<file path="config.mk">
export PLATFORM = sky130hd
export DESIGN_NAME = uart_tx_scheduler_flat
export DESIGN_NICKNAME = d
export VERILOG_FILES = /design/src/rtl/uart_pkg.sv /design/src/rtl/uart_tx_scheduler_if.sv /design/src/rtl/uart_rr_arbiter.sv /design/src/rtl/uart_tx_scheduler.sv /design/src/flat_wrapper.sv
export SDC_FILE = /design/constraint.sdc
export NUM_CORES = 1
export LEC_CHECK = 0
export ABC_AREA = 1
export CAP_MARGIN = 20
export CELL_PAD_IN_SITES_DETAIL_PLACEMENT = 1
export CELL_PAD_IN_SITES_GLOBAL_PLACEMENT = 1
export CORE_MARGIN = 8
export CORE_UTILIZATION = 35
export DETAILED_ROUTE_END_ITERATION = 7
export GPL_TIMING_DRIVEN = 0
export HOLD_SLACK_MARGIN = 0.02
export PLACE_DENSITY_LB_ADDON = 0.1
export SYNTH_ARGS = -nofsm -noshare
export SYNTH_HDL_FRONTEND = slang
export SYNTH_SLANG_ARGS = --single-unit
export TNS_END_PERCENT = 50
</file>
<file path="constraint.sdc">
create_clock -name clk -period 2.8 [get_ports clk]
set_input_delay 0.42 -clock clk [delete_from_list [all_inputs] [get_ports clk]]
set_output_delay 0.42 -clock clk [all_outputs]
set_load 0.1 [all_outputs]
</file>
<file path="src/rtl/uart_pkg.sv">
// Shared UART types and constants for the transmit scheduler: FSM state
// encoding, data-bit count, line levels and the parity helper.
package uart_pkg;

  typedef enum logic [2:0] {
    IDLE,
    START,
    DATA,
    PARITY,
    STOP
  } uart_state_e;

  localparam int unsigned UART_DATA_BITS = 8;

  localparam logic UART_IDLE_LVL  = 1'b1;
  localparam logic UART_START_LVL = 1'b0;
  localparam logic UART_STOP_LVL  = 1'b1;

  // Even parity: the parity bit makes the total count of ones even.
  function automatic logic even_parity(input logic [UART_DATA_BITS-1:0] b);
    return ^b;
  endfunction

endpackage

</file>
<file path="src/rtl/uart_tx_scheduler_if.sv">
// Requester-side bus of the UART transmit scheduler: requests and bytes in,
// grant, in-flight source, busy and the serial line out.
interface uart_tx_scheduler_if #(
  parameter int unsigned NUM_REQ = 4
) ();
  localparam int unsigned ID_W = $clog2(NUM_REQ);

  logic [NUM_REQ-1:0]   req;
  logic [NUM_REQ*8-1:0] data_in;
  logic [NUM_REQ-1:0]   grant;
  logic [ID_W-1:0]      src_id;
  logic                 busy;
  logic                 serial_out;

  modport master (
    output req, data_in,
    input  grant, src_id, busy, serial_out
  );

  modport slave (
    input  req, data_in,
    output grant, src_id, busy, serial_out
  );
endinterface

</file>
<file path="src/rtl/uart_rr_arbiter.sv">
// Round-robin arbiter: picks the first set request searching upward from
// last+1 (mod NUM_REQ); grant is one-hot and gated by en.
module uart_rr_arbiter #(
  parameter  int unsigned NUM_REQ = 4,
  localparam int unsigned ID_W    = $clog2(NUM_REQ)
) (
  input  logic [NUM_REQ-1:0] req,
  input  logic [ID_W-1:0]    last,
  input  logic               en,
  output logic [NUM_REQ-1:0] grant,
  output logic [ID_W-1:0]    idx
);

  logic found;

  always_comb begin
    grant = '0;
    idx   = last;
    found = 1'b0;
    for (int unsigned k = 1; k <= NUM_REQ; k++) begin
      int unsigned cand;
      cand = (32'(last) + k) % NUM_REQ;
      if (!found && req[ID_W'(cand)]) begin
        found = 1'b1;
        idx   = ID_W'(cand);
      end
    end
    if (en && found) begin
      grant[idx] = 1'b1;
    end
  end

endmodule

</file>
<file path="src/rtl/uart_tx_scheduler.sv">
// Round-robin UART transmit scheduler: arbitrates requesters in IDLE and
// serializes the granted byte. Optional parity: UART_TX_SCHEDULER_PARITY_EN.
module uart_tx_scheduler
  import uart_pkg::*;
#(
  parameter int unsigned NUM_REQ      = 4,
  parameter int unsigned CLKS_PER_BIT = 16
) (
  input  logic               clk,
  input  logic               rst,
  uart_tx_scheduler_if.slave bus
);

  localparam int unsigned ID_W  = $clog2(NUM_REQ);
  localparam int unsigned CNT_W = $clog2(CLKS_PER_BIT);
  localparam int unsigned BIT_W = $clog2(UART_DATA_BITS);

  uart_state_e               state_q, state_d;
  logic [CNT_W-1:0]          cnt_q, cnt_d;
  logic [BIT_W-1:0]          bit_q, bit_d;
  logic [UART_DATA_BITS-1:0] shift_q, shift_d;
  logic [ID_W-1:0]           src_q, src_d;
  logic [ID_W-1:0]           last_q, last_d;
  logic                      busy_q, busy_d;
  logic                      line_q, line_d;

  logic [NUM_REQ-1:0] grant_c;
  logic [ID_W-1:0]    arb_idx;
  logic               arb_en;
  logic               tc;

  // Arbitration only while idle and out of reset, so a reset never grants.
  assign arb_en = (state_q == IDLE) && !rst;

  uart_rr_arbiter #(.NUM_REQ(NUM_REQ)) u_arb (
    .req   (bus.req),
    .last  (last_q),
    .en    (arb_en),
    .grant (grant_c),
    .idx   (arb_idx)
  );

  assign tc = (cnt_q == CNT_W'(CLKS_PER_BIT - 1));

  always_comb begin
    state_d = state_q;
    cnt_d   = cnt_q + CNT_W'(1);
    bit_d   = bit_q;
    shift_d = shift_q;
    src_d   = src_q;
    last_d  = last_q;

    unique case (state_q)
      IDLE: begin
        cnt_d = '0;
        if (|grant_c) begin
          state_d = START;
          shift_d = bus.data_in[{arb_idx, 3'b000} +: UART_DATA_BITS];
          src_d   = arb_idx;
          last_d  = arb_idx;
        end
      end
      START: begin
        if (tc) begin
          state_d = DATA;
          cnt_d   = '0;
          bit_d   = '0;
        end
      end
      DATA: begin
        if (tc) begin
          cnt_d = '0;
          if (bit_q == BIT_W'(UART_DATA_BITS - 1)) begin
`ifdef UART_TX_SCHEDULER_PARITY_EN
            state_d = PARITY;
`else
            state_d = STOP;
`endif
          end else begin
            bit_d = bit_q + BIT_W'(1);
          end
        end
      end
      PARITY: begin
        if (tc) begin
          state_d = STOP;
          cnt_d   = '0;
        end
      end
      STOP: begin
        if (tc) begin
          state_d = IDLE;
          cnt_d   = '0;
        end
      end
      default: begin
        state_d = IDLE;
        cnt_d   = '0;
      end
    endcase

    // Line level and busy follow the next state so both are registered.
    busy_d = (state_d != IDLE);
    unique case (state_d)
      START:   line_d = UART_START_LVL;
      DATA:    line_d = shift_d[bit_d];
      PARITY:  line_d = even_parity(shift_d);
      STOP:    line_d = UART_STOP_LVL;
      default: line_d = UART_IDLE_LVL;
    endcase
  end

  always_ff @(posedge clk or posedge rst) begin
    if (rst) begin
      state_q <= IDLE;
      cnt_q   <= '0;
      bit_q   <= '0;
      shift_q <= '0;
      src_q   <= '0;
      last_q  <= ID_W'(NUM_REQ - 1);
      busy_q  <= 1'b0;
      line_q  <= UART_IDLE_LVL;
    end else begin
      state_q <= state_d;
      cnt_q   <= cnt_d;
      bit_q   <= bit_d;
      shift_q <= shift_d;
      src_q   <= src_d;
      last_q  <= last_d;
      busy_q  <= busy_d;
      line_q  <= line_d;
    end
  end

  assign bus.grant      = grant_c;
  assign bus.src_id     = src_q;
  assign bus.busy       = busy_q;
  assign bus.serial_out = line_q;

endmodule

</file>
<file path="src/flat_wrapper.sv">
// flat-port wrapper written by rule: the top's interface ports become plain ports
module uart_tx_scheduler_flat import uart_pkg::*;
#(
  parameter int unsigned NUM_REQ      = 4,
  parameter int unsigned CLKS_PER_BIT = 16
)
  (clk, rst, bus_req, bus_data_in, bus_grant, bus_src_id, bus_busy, bus_serial_out);
  uart_tx_scheduler_if #(.NUM_REQ(NUM_REQ)) bus_i ();
  input  logic clk;
  input  logic rst;
  input wire logic [$bits(bus_i.req)-1:0] bus_req;
  input wire logic [$bits(bus_i.data_in)-1:0] bus_data_in;
  output wire logic [$bits(bus_i.grant)-1:0] bus_grant;
  output wire logic [$bits(bus_i.src_id)-1:0] bus_src_id;
  output wire logic [$bits(bus_i.busy)-1:0] bus_busy;
  output wire logic [$bits(bus_i.serial_out)-1:0] bus_serial_out;
  assign bus_i.req = bus_req;
  assign bus_i.data_in = bus_data_in;
  assign bus_grant = bus_i.grant;
  assign bus_src_id = bus_i.src_id;
  assign bus_busy = bus_i.busy;
  assign bus_serial_out = bus_i.serial_out;
  uart_tx_scheduler #(.NUM_REQ(NUM_REQ), .CLKS_PER_BIT(CLKS_PER_BIT)) u_core (.clk(clk), .rst(rst), .bus(bus_i));
endmodule
</file>
# Word-level counts from Yosys, hierarchy flattened
# Index checks and enable logic that the tools add are counted.
[totals]
register_bits = 24
latch_bits = 0
ram_bits = 0
romBits = 0
output_inout_bits = 8
mem_count = 0
[classes]
add_sub_neg = 6
multipliers = 0
div = 0
n_lt_le_gt_ge = 7
n_eq_ne = 9
shift = 1
muxes = 37
n_bitwise = 0
n_reduce_logical = 16
[ops]
columns = ["operator", "n"]
rows = [
  ["32-bit by 6-bit variable part select with 8-bit output", 1],
  ["3-bit two-way mux", 9],
  ["8-bit two-way mux", 2],
  ["2-bit by 3-bit < comparator with 1-bit output (second input constant)", 5],
  ["3-bit one-hot mux with 5 select lines", 1],
  ["3-bit by 2-bit equality test with 1-bit output (second input constant)", 4],
  ["4-bit two-way mux", 3],
  ["1-bit two-way mux", 10],
  ["1-bit binary-select mux with 2-bit select", 4],
  ["2-bit two-way mux", 4],
  ["4-bit OR reduction", 2],
  ["8-bit parity", 1],
  ["3-bit by 1-bit equality test with 1-bit output (second input constant)", 2],
  ["3-bit equality test (second input constant)", 2],
  ["1-bit logical AND", 6],
  ["3-bit one-hot mux with 2 select lines", 1],
  ["2-bit by 1-bit adder with 2-bit output (second input constant)", 2],
  ["2-bit adder (second input constant)", 2],
  ["4-bit by 1-bit adder with 4-bit output (second input constant)", 1],
  ["4-bit equality test (second input constant)", 1],
  ["1-bit logical NOT", 4],
  ["3-bit by 4-bit < comparator with 1-bit output (second input constant)", 1],
  ["3-bit by 1-bit adder with 3-bit output (second input constant)", 1],
  ["1-bit binary-select mux with 3-bit select", 1],
  ["6 further kinds", 6],
]

# Longest topological paths before layout
[depth]
depth_word = 24
ltp_mapped = 24
depth_no_buf = 23

# Modules after synthesis
# From an unflattened synthesis, not the netlist that was laid out.
[hier_totals]
hier_cells = 393
hier_area_um2 = 2332.2
[modules_own_cells]
columns = ["mod", "instances", "cells_per_inst", "area_per_inst_um2"]
rows = [
  ["uart_tx_scheduler", 1, 316, 1931.9],
  ["uart_rr_arbiter", 1, 77, 400.4],
]

# Least setup slack after synthesis
# OpenSTA, ideal clock, no wires.
[synth_path]
path_kind = "register -> output"
start = "register u_core.last_q[0]"
end = "output bus_grant[2]"
t_arrival_ns = 3.547
required_time_ns = 2.380
setup_slack_ns = -1.167
path_stages_with_launch = 11
cell_sequence = "dfstp_2 > buf_4 > nand2_2 > nand2_2 > nand2_1 > nand2_2 > nand3_4 > nand2_4 > nand2_2 > buf_6 > nor3_1"
[synth_between]
elab_chain_len = 18
elab_cells_between_ends = 33
[synth_rtl]
columns = ["element", "line", "source"]
rows = [
  ["from (decl)", "uart_tx_scheduler.sv:23", "logic [ID_W-1:0] last_q, last_d;"],
  ["from (signal assigned)", "uart_tx_scheduler.sv:120", "last_q <= ID_W'(NUM_REQ - 1);"],
  ["from (signal assigned)", "uart_tx_scheduler.sv:129", "last_q <= last_d;"],
  ["2-bit by 1-bit adder with 2-bit output", "uart_rr_arbiter.sv:22", "cand = (32'(last) + k) % NUM_REQ;"],
  ["1-bit binary-select mux with 2-bit select", "uart_rr_arbiter.sv:23", "if (!found && req[ID_W'(cand)]) begin"],
  ["1-bit two-way mux (not written as such)", "uart_rr_arbiter.sv:23", ""],
  ["1-bit two-way mux", "uart_rr_arbiter.sv:23", ""],
  ["1-bit logical NOT", "uart_rr_arbiter.sv:23", ""],
  ["1-bit logical AND", "uart_rr_arbiter.sv:23", ""],
  ["1-bit two-way mux", "uart_rr_arbiter.sv:23", ""],
  ["1-bit logical NOT", "uart_rr_arbiter.sv:23", ""],
  ["[2 not listed]", "-", ""],
  ["1-bit logical NOT", "uart_rr_arbiter.sv:23", ""],
  ["1-bit logical AND", "uart_rr_arbiter.sv:23", ""],
  ["2-bit two-way mux", "uart_rr_arbiter.sv:23", ""],
  ["2-bit by 3-bit < comparator with 1-bit output (not written as such) / 2-bit by 1-bit >= comparator with 1-bit output (equally long branches)", "uart_rr_arbiter.sv:29", "grant[idx] = 1'b1;"],
  ["1-bit logical AND (not written as such)", "uart_rr_arbiter.sv:29", ""],
  ["1-bit two-way mux (not written as such)", "uart_rr_arbiter.sv:29", ""],
  ["1-bit demux with 2-bit select", "uart_rr_arbiter.sv:29", ""],
  ["4-bit two-way mux *", "uart_rr_arbiter.sv:28", "if (en && found) begin"],
  ["to (decl)", "flat_wrapper.sv:13", "output wire logic [$bits(bus_i.grant)-1:0] bus_grant;"],
]
# Mark *: on every way between the ends. The rest lies on a longest branch, timed or not. The select of a mux whose other input is x is not followed.

# Worst setup path after layout
[layout_path]
start = "register u_core.last_q[0]"
end = "output bus_grant[0]"
# The elaborated chain is that of the path after synthesis.

==> metrics <==
count of buffer and inverter cells on the critical path 5; total number of placement rows 28; number of antenna violations at the first check in global routing 0; timing endpoint of the critical path bus_grant[0]; number of top-level pins 46; first-pass GRT wire length between 10,000 and 15,000 um; Die Span Y roughly 94 um; layout filler cell count 758; clock tree skew after final layout approximately 0.0089 ns; kind of cell adding the most delay to the critical path simple AND/OR/NAND/NOR gates; synthesized netlist cell count about 340; reg2reg start u_core.last_q[0]$_DFFE_PP1P_; post-DR wirelength/cell around 14 um; distinct cell type count after synthesis 28; post-cts hold buffer count 0; Antenna Nets Post-Route 0; Starting Density 0.360; placed wire-length estimate 5040 um; setup repair after global routing missed its margin true; P_leak ~1.7 nW; power density relative to cell area approximately 270 nW/um^2; maximum single-stage delay on the critical path 0.57 ns; setup ws final -0.0174 ns; outcome finished, violations left; Syn-to-layout area delta 48.5%; clock tree root buffer cell clkbuf_8; total global routing overflow 0; Crit path top cell by count nand2_2; DIE WIDTH ~94 um; xor/xnor cell area share of the yosys netlist 0.00413; count of maximum capacitance violations 0; clock tree from TritonCTS yes; global routing usage summed across all routing layers 0.147; Final Cycle Share 1.01; worst-path fanout max 9; H-tree levels 1; utilization of the core after routing 0.534; clock sink total 24; Yosys warning count 0; iteration count of the initial detailed-routing pass 4; largest area contributor in the netlist dfrtp_1; capture instance of the worst register-to-register path u_core.bus.serial_out$_DFF_PP1_; time the final worst path needs with I/O delays and setup approximately 2.8 ns; antenna cells 0; proportion of synthesized area in mux cells 0; worst-case reg-to-reg path depth 23; number of global-route vias before repair 2,405; Hold Violations, Final 0; worst path arrival time 2.40 ns; number of CTS-inserted buffers 3; area fraction in compound gates after synthesis 0.0402; post-layout instance area between 3000 and 4000 sq um; source of the worst hold timing path u_core.cnt_q[0]$_DFF_PP0_; DRC Markers 0; synthesized-area fraction occupied by adder cells 0.0118; clock transition at the registers of the reported paths 0.09 ns; clock latency on the worst-skew pair about 0.28 ns; placer congestion estimate 0.759; Final Max Tran Viols 0; leading cell type in the layout, fill and taps excluded nand2_1; maximum frequency from static timing analysis between 0.3 and 0.4 GHz; Crit. Startpoint u_core.last_q[0]$_DFFE_PP1P_; total number of vias between 2,000 and 2,500; violation count after the first detailed-routing iteration 47; synthesized area 2120 sq um; number of synthesized register bits 24; critical path data required time around 2.4 ns; Synth area leaders dfrtp_1 (25%), nand2_1 (25%), nand3_1 (12%); post-detailed-route via-to-cell ratio between 4 and 5; area share of and/or/nand/nor cells after synthesis 0.539; total wirelength of the detailed-routed design approximately 6800 um; nature of the critical path startpoint flop; leading cell types in the layout, fill and taps excluded nand2_1 (128), nand3_1 (47), clkdlybuf4s50_1 (41), inv_1 (39), dfrtp_1 (21); synthesized net count about 380; PnR Total Power between 0.8 and 0.9 mW; Core ar. a little under 6000 sq um; maximum number of pins on one net before global-route repair 25; total setup violations reported at the end of the flow 1; main combinational cell family by area after synthesis simple AND/OR/NAND/NOR gates; Setup TNS -0.0174 ns; overall die area between 8000 and 9000 sq um; critical setup path kind reg2out; Max Root-Sink Buffers 2; share of the synthesized area in the top cell type 0.248; Critical Path End Type primary output; Peak VDD IR 0.283 mV; multi-input gate area in the final layout about 1500 sq um; sequence of cells on the critical path inv_2 > buf_12 > nand2_2 > nand2_1 > nand2_1 > nand2_2 > nor2_8 > nand3_2 > nand2_2 > inv_2 > buf_6 > nor3_4 > buf_12; fraction of layout cells with a size suffix above 1 0.237; storage element area 604 sq um; HP Class reg2reg; internal reg-to-reg setup slack between 0.1 and 0.15 ns; Final #Nets between 400 and 500; area post-placement between 2000 and 3000 sq um; synthesized area divided by synthesized cell count 6.18 sq um; CP Depth 13; Worst Tran Pin Value a little under 1 ns; Port Buffers 45; Relative slew margins 0.351; violated checks setup timing; critical-path cell with the highest stage delay dfstp_2; sequential cell area fraction in the yosys report 0.285
flip-flops by register name, summed over array words and instances, names as in the netlist:
signal                 flops
u_core.bus.busy            1
u_core.state_q             3
u_core.bus.serial_out      1
u_core.last_q              2
u_core.bus.src_id          2
u_core.cnt_q               4
u_core.shift_q             8
u_core.bit_q               3
power breakdown:
part | internal (mW) | switching (mW) | total (mW) | leakage, nW
registers | 0.347 | 0 | 0.347 | 0.305
logic | 0.0942 | 0.0955 | 0.190 | 1.32
clock network | 0.191 | 0.120 | 0.311 | 0.0357
total | 0.632 | 0.215 | 0.847 | 1.66
final cells by class:
| cell class | count | area share |
|---|---|---|
| Buffer | 7 | 0.0294 |
| Sequential cell | 24 | 0.192 |
| Inverter | 50 | 0.0605 |
| Clock inverter | 1 | 0.00955 |
| Multi-Input combinational cell | 262 | 0.465 |
| Clock buffer | 3 | 0.0131 |
| Timing Repair Buffer | 63 | 0.200 |
| Tap cell | 75 | 0.0298 |
synth_stat cells:
cell	number
o31ai_1	2
or2_2	2
a211oi_1	1
dfstp_2	3
nand2_2	18
inv_2	10
o211ai_1	1
nand3_2	2
xor2_1	1
o21ai_0	10
dfrtp_1	21
nand3_1	49
inv_1	40
nor2_1	12
nand2_1	140
nor3_1	8
nand2_4	3
ha_1	2
nor4_1	1
clkbuf_1	1
nand4_4	1
buf_6	3
buf_2	1
a21oi_1	1
nor2_8	1
buf_4	3
or2_1	4
nand3_4	2
worst min-delay path by stage:
| stage | slack [ns] | end | depth (start not counted) |
|---|---|---|---|
| after floorplan | 0.43 | u_core.bit_q[0]$_DFF_PP0_ | 1 |
| after global placement | 0.47 | u_core.cnt_q[0]$_DFF_PP0_ | 1 |
| after detailed placement | 0.47 | u_core.cnt_q[0]$_DFF_PP0_ | 1 |
| after CTS | 0.48 | u_core.cnt_q[0]$_DFF_PP0_ | 1 |
| after global routing | 0.52 | u_core.cnt_q[0]$_DFF_PP0_ | 1 |
| final | 0.49 | u_core.cnt_q[0]$_DFF_PP0_ | 1 |
logic make-up after synthesis:
family                   after synthesis
AND/OR/NAND/NOR                      243
XOR/XNOR                               1
buffers and inverters                 58
adder cells (fa/ha/maj)                2
flip-flops                            24
AO/OA/AOI/OAI                         15
stage by stage:
step           worst slack (ns)  instances  hold slack [ns]
2_1_floorplan            -0.432        343            0.432
3_3_place_gp             -0.926        463            0.469
3_5_place_dp             -0.947        463            0.470
4_1_cts                -0.00518        467            0.483
5_1_grt                  -0.126        485            0.518
6_report                -0.0174        485            0.491
metal layers:
metal / vias up / share of wire / track usage
li1: 1204 / - / -
met1: 1129 / 0.41 / 0.159
met2: 32 / 0.56 / 0.284
met3: 2 / 0.035 / 0.0336
met4: 0 / 0.0018 / 0.0238
met5: - / 0 / 0
timing repair:
action,in CTS,in global routing
pin swaps,4,16
gates resized for setup,46,49
setup endpoints to repair,4,5
buffers inserted,1,16
cloned,0,2
Power figures use the tool's default switching activity.
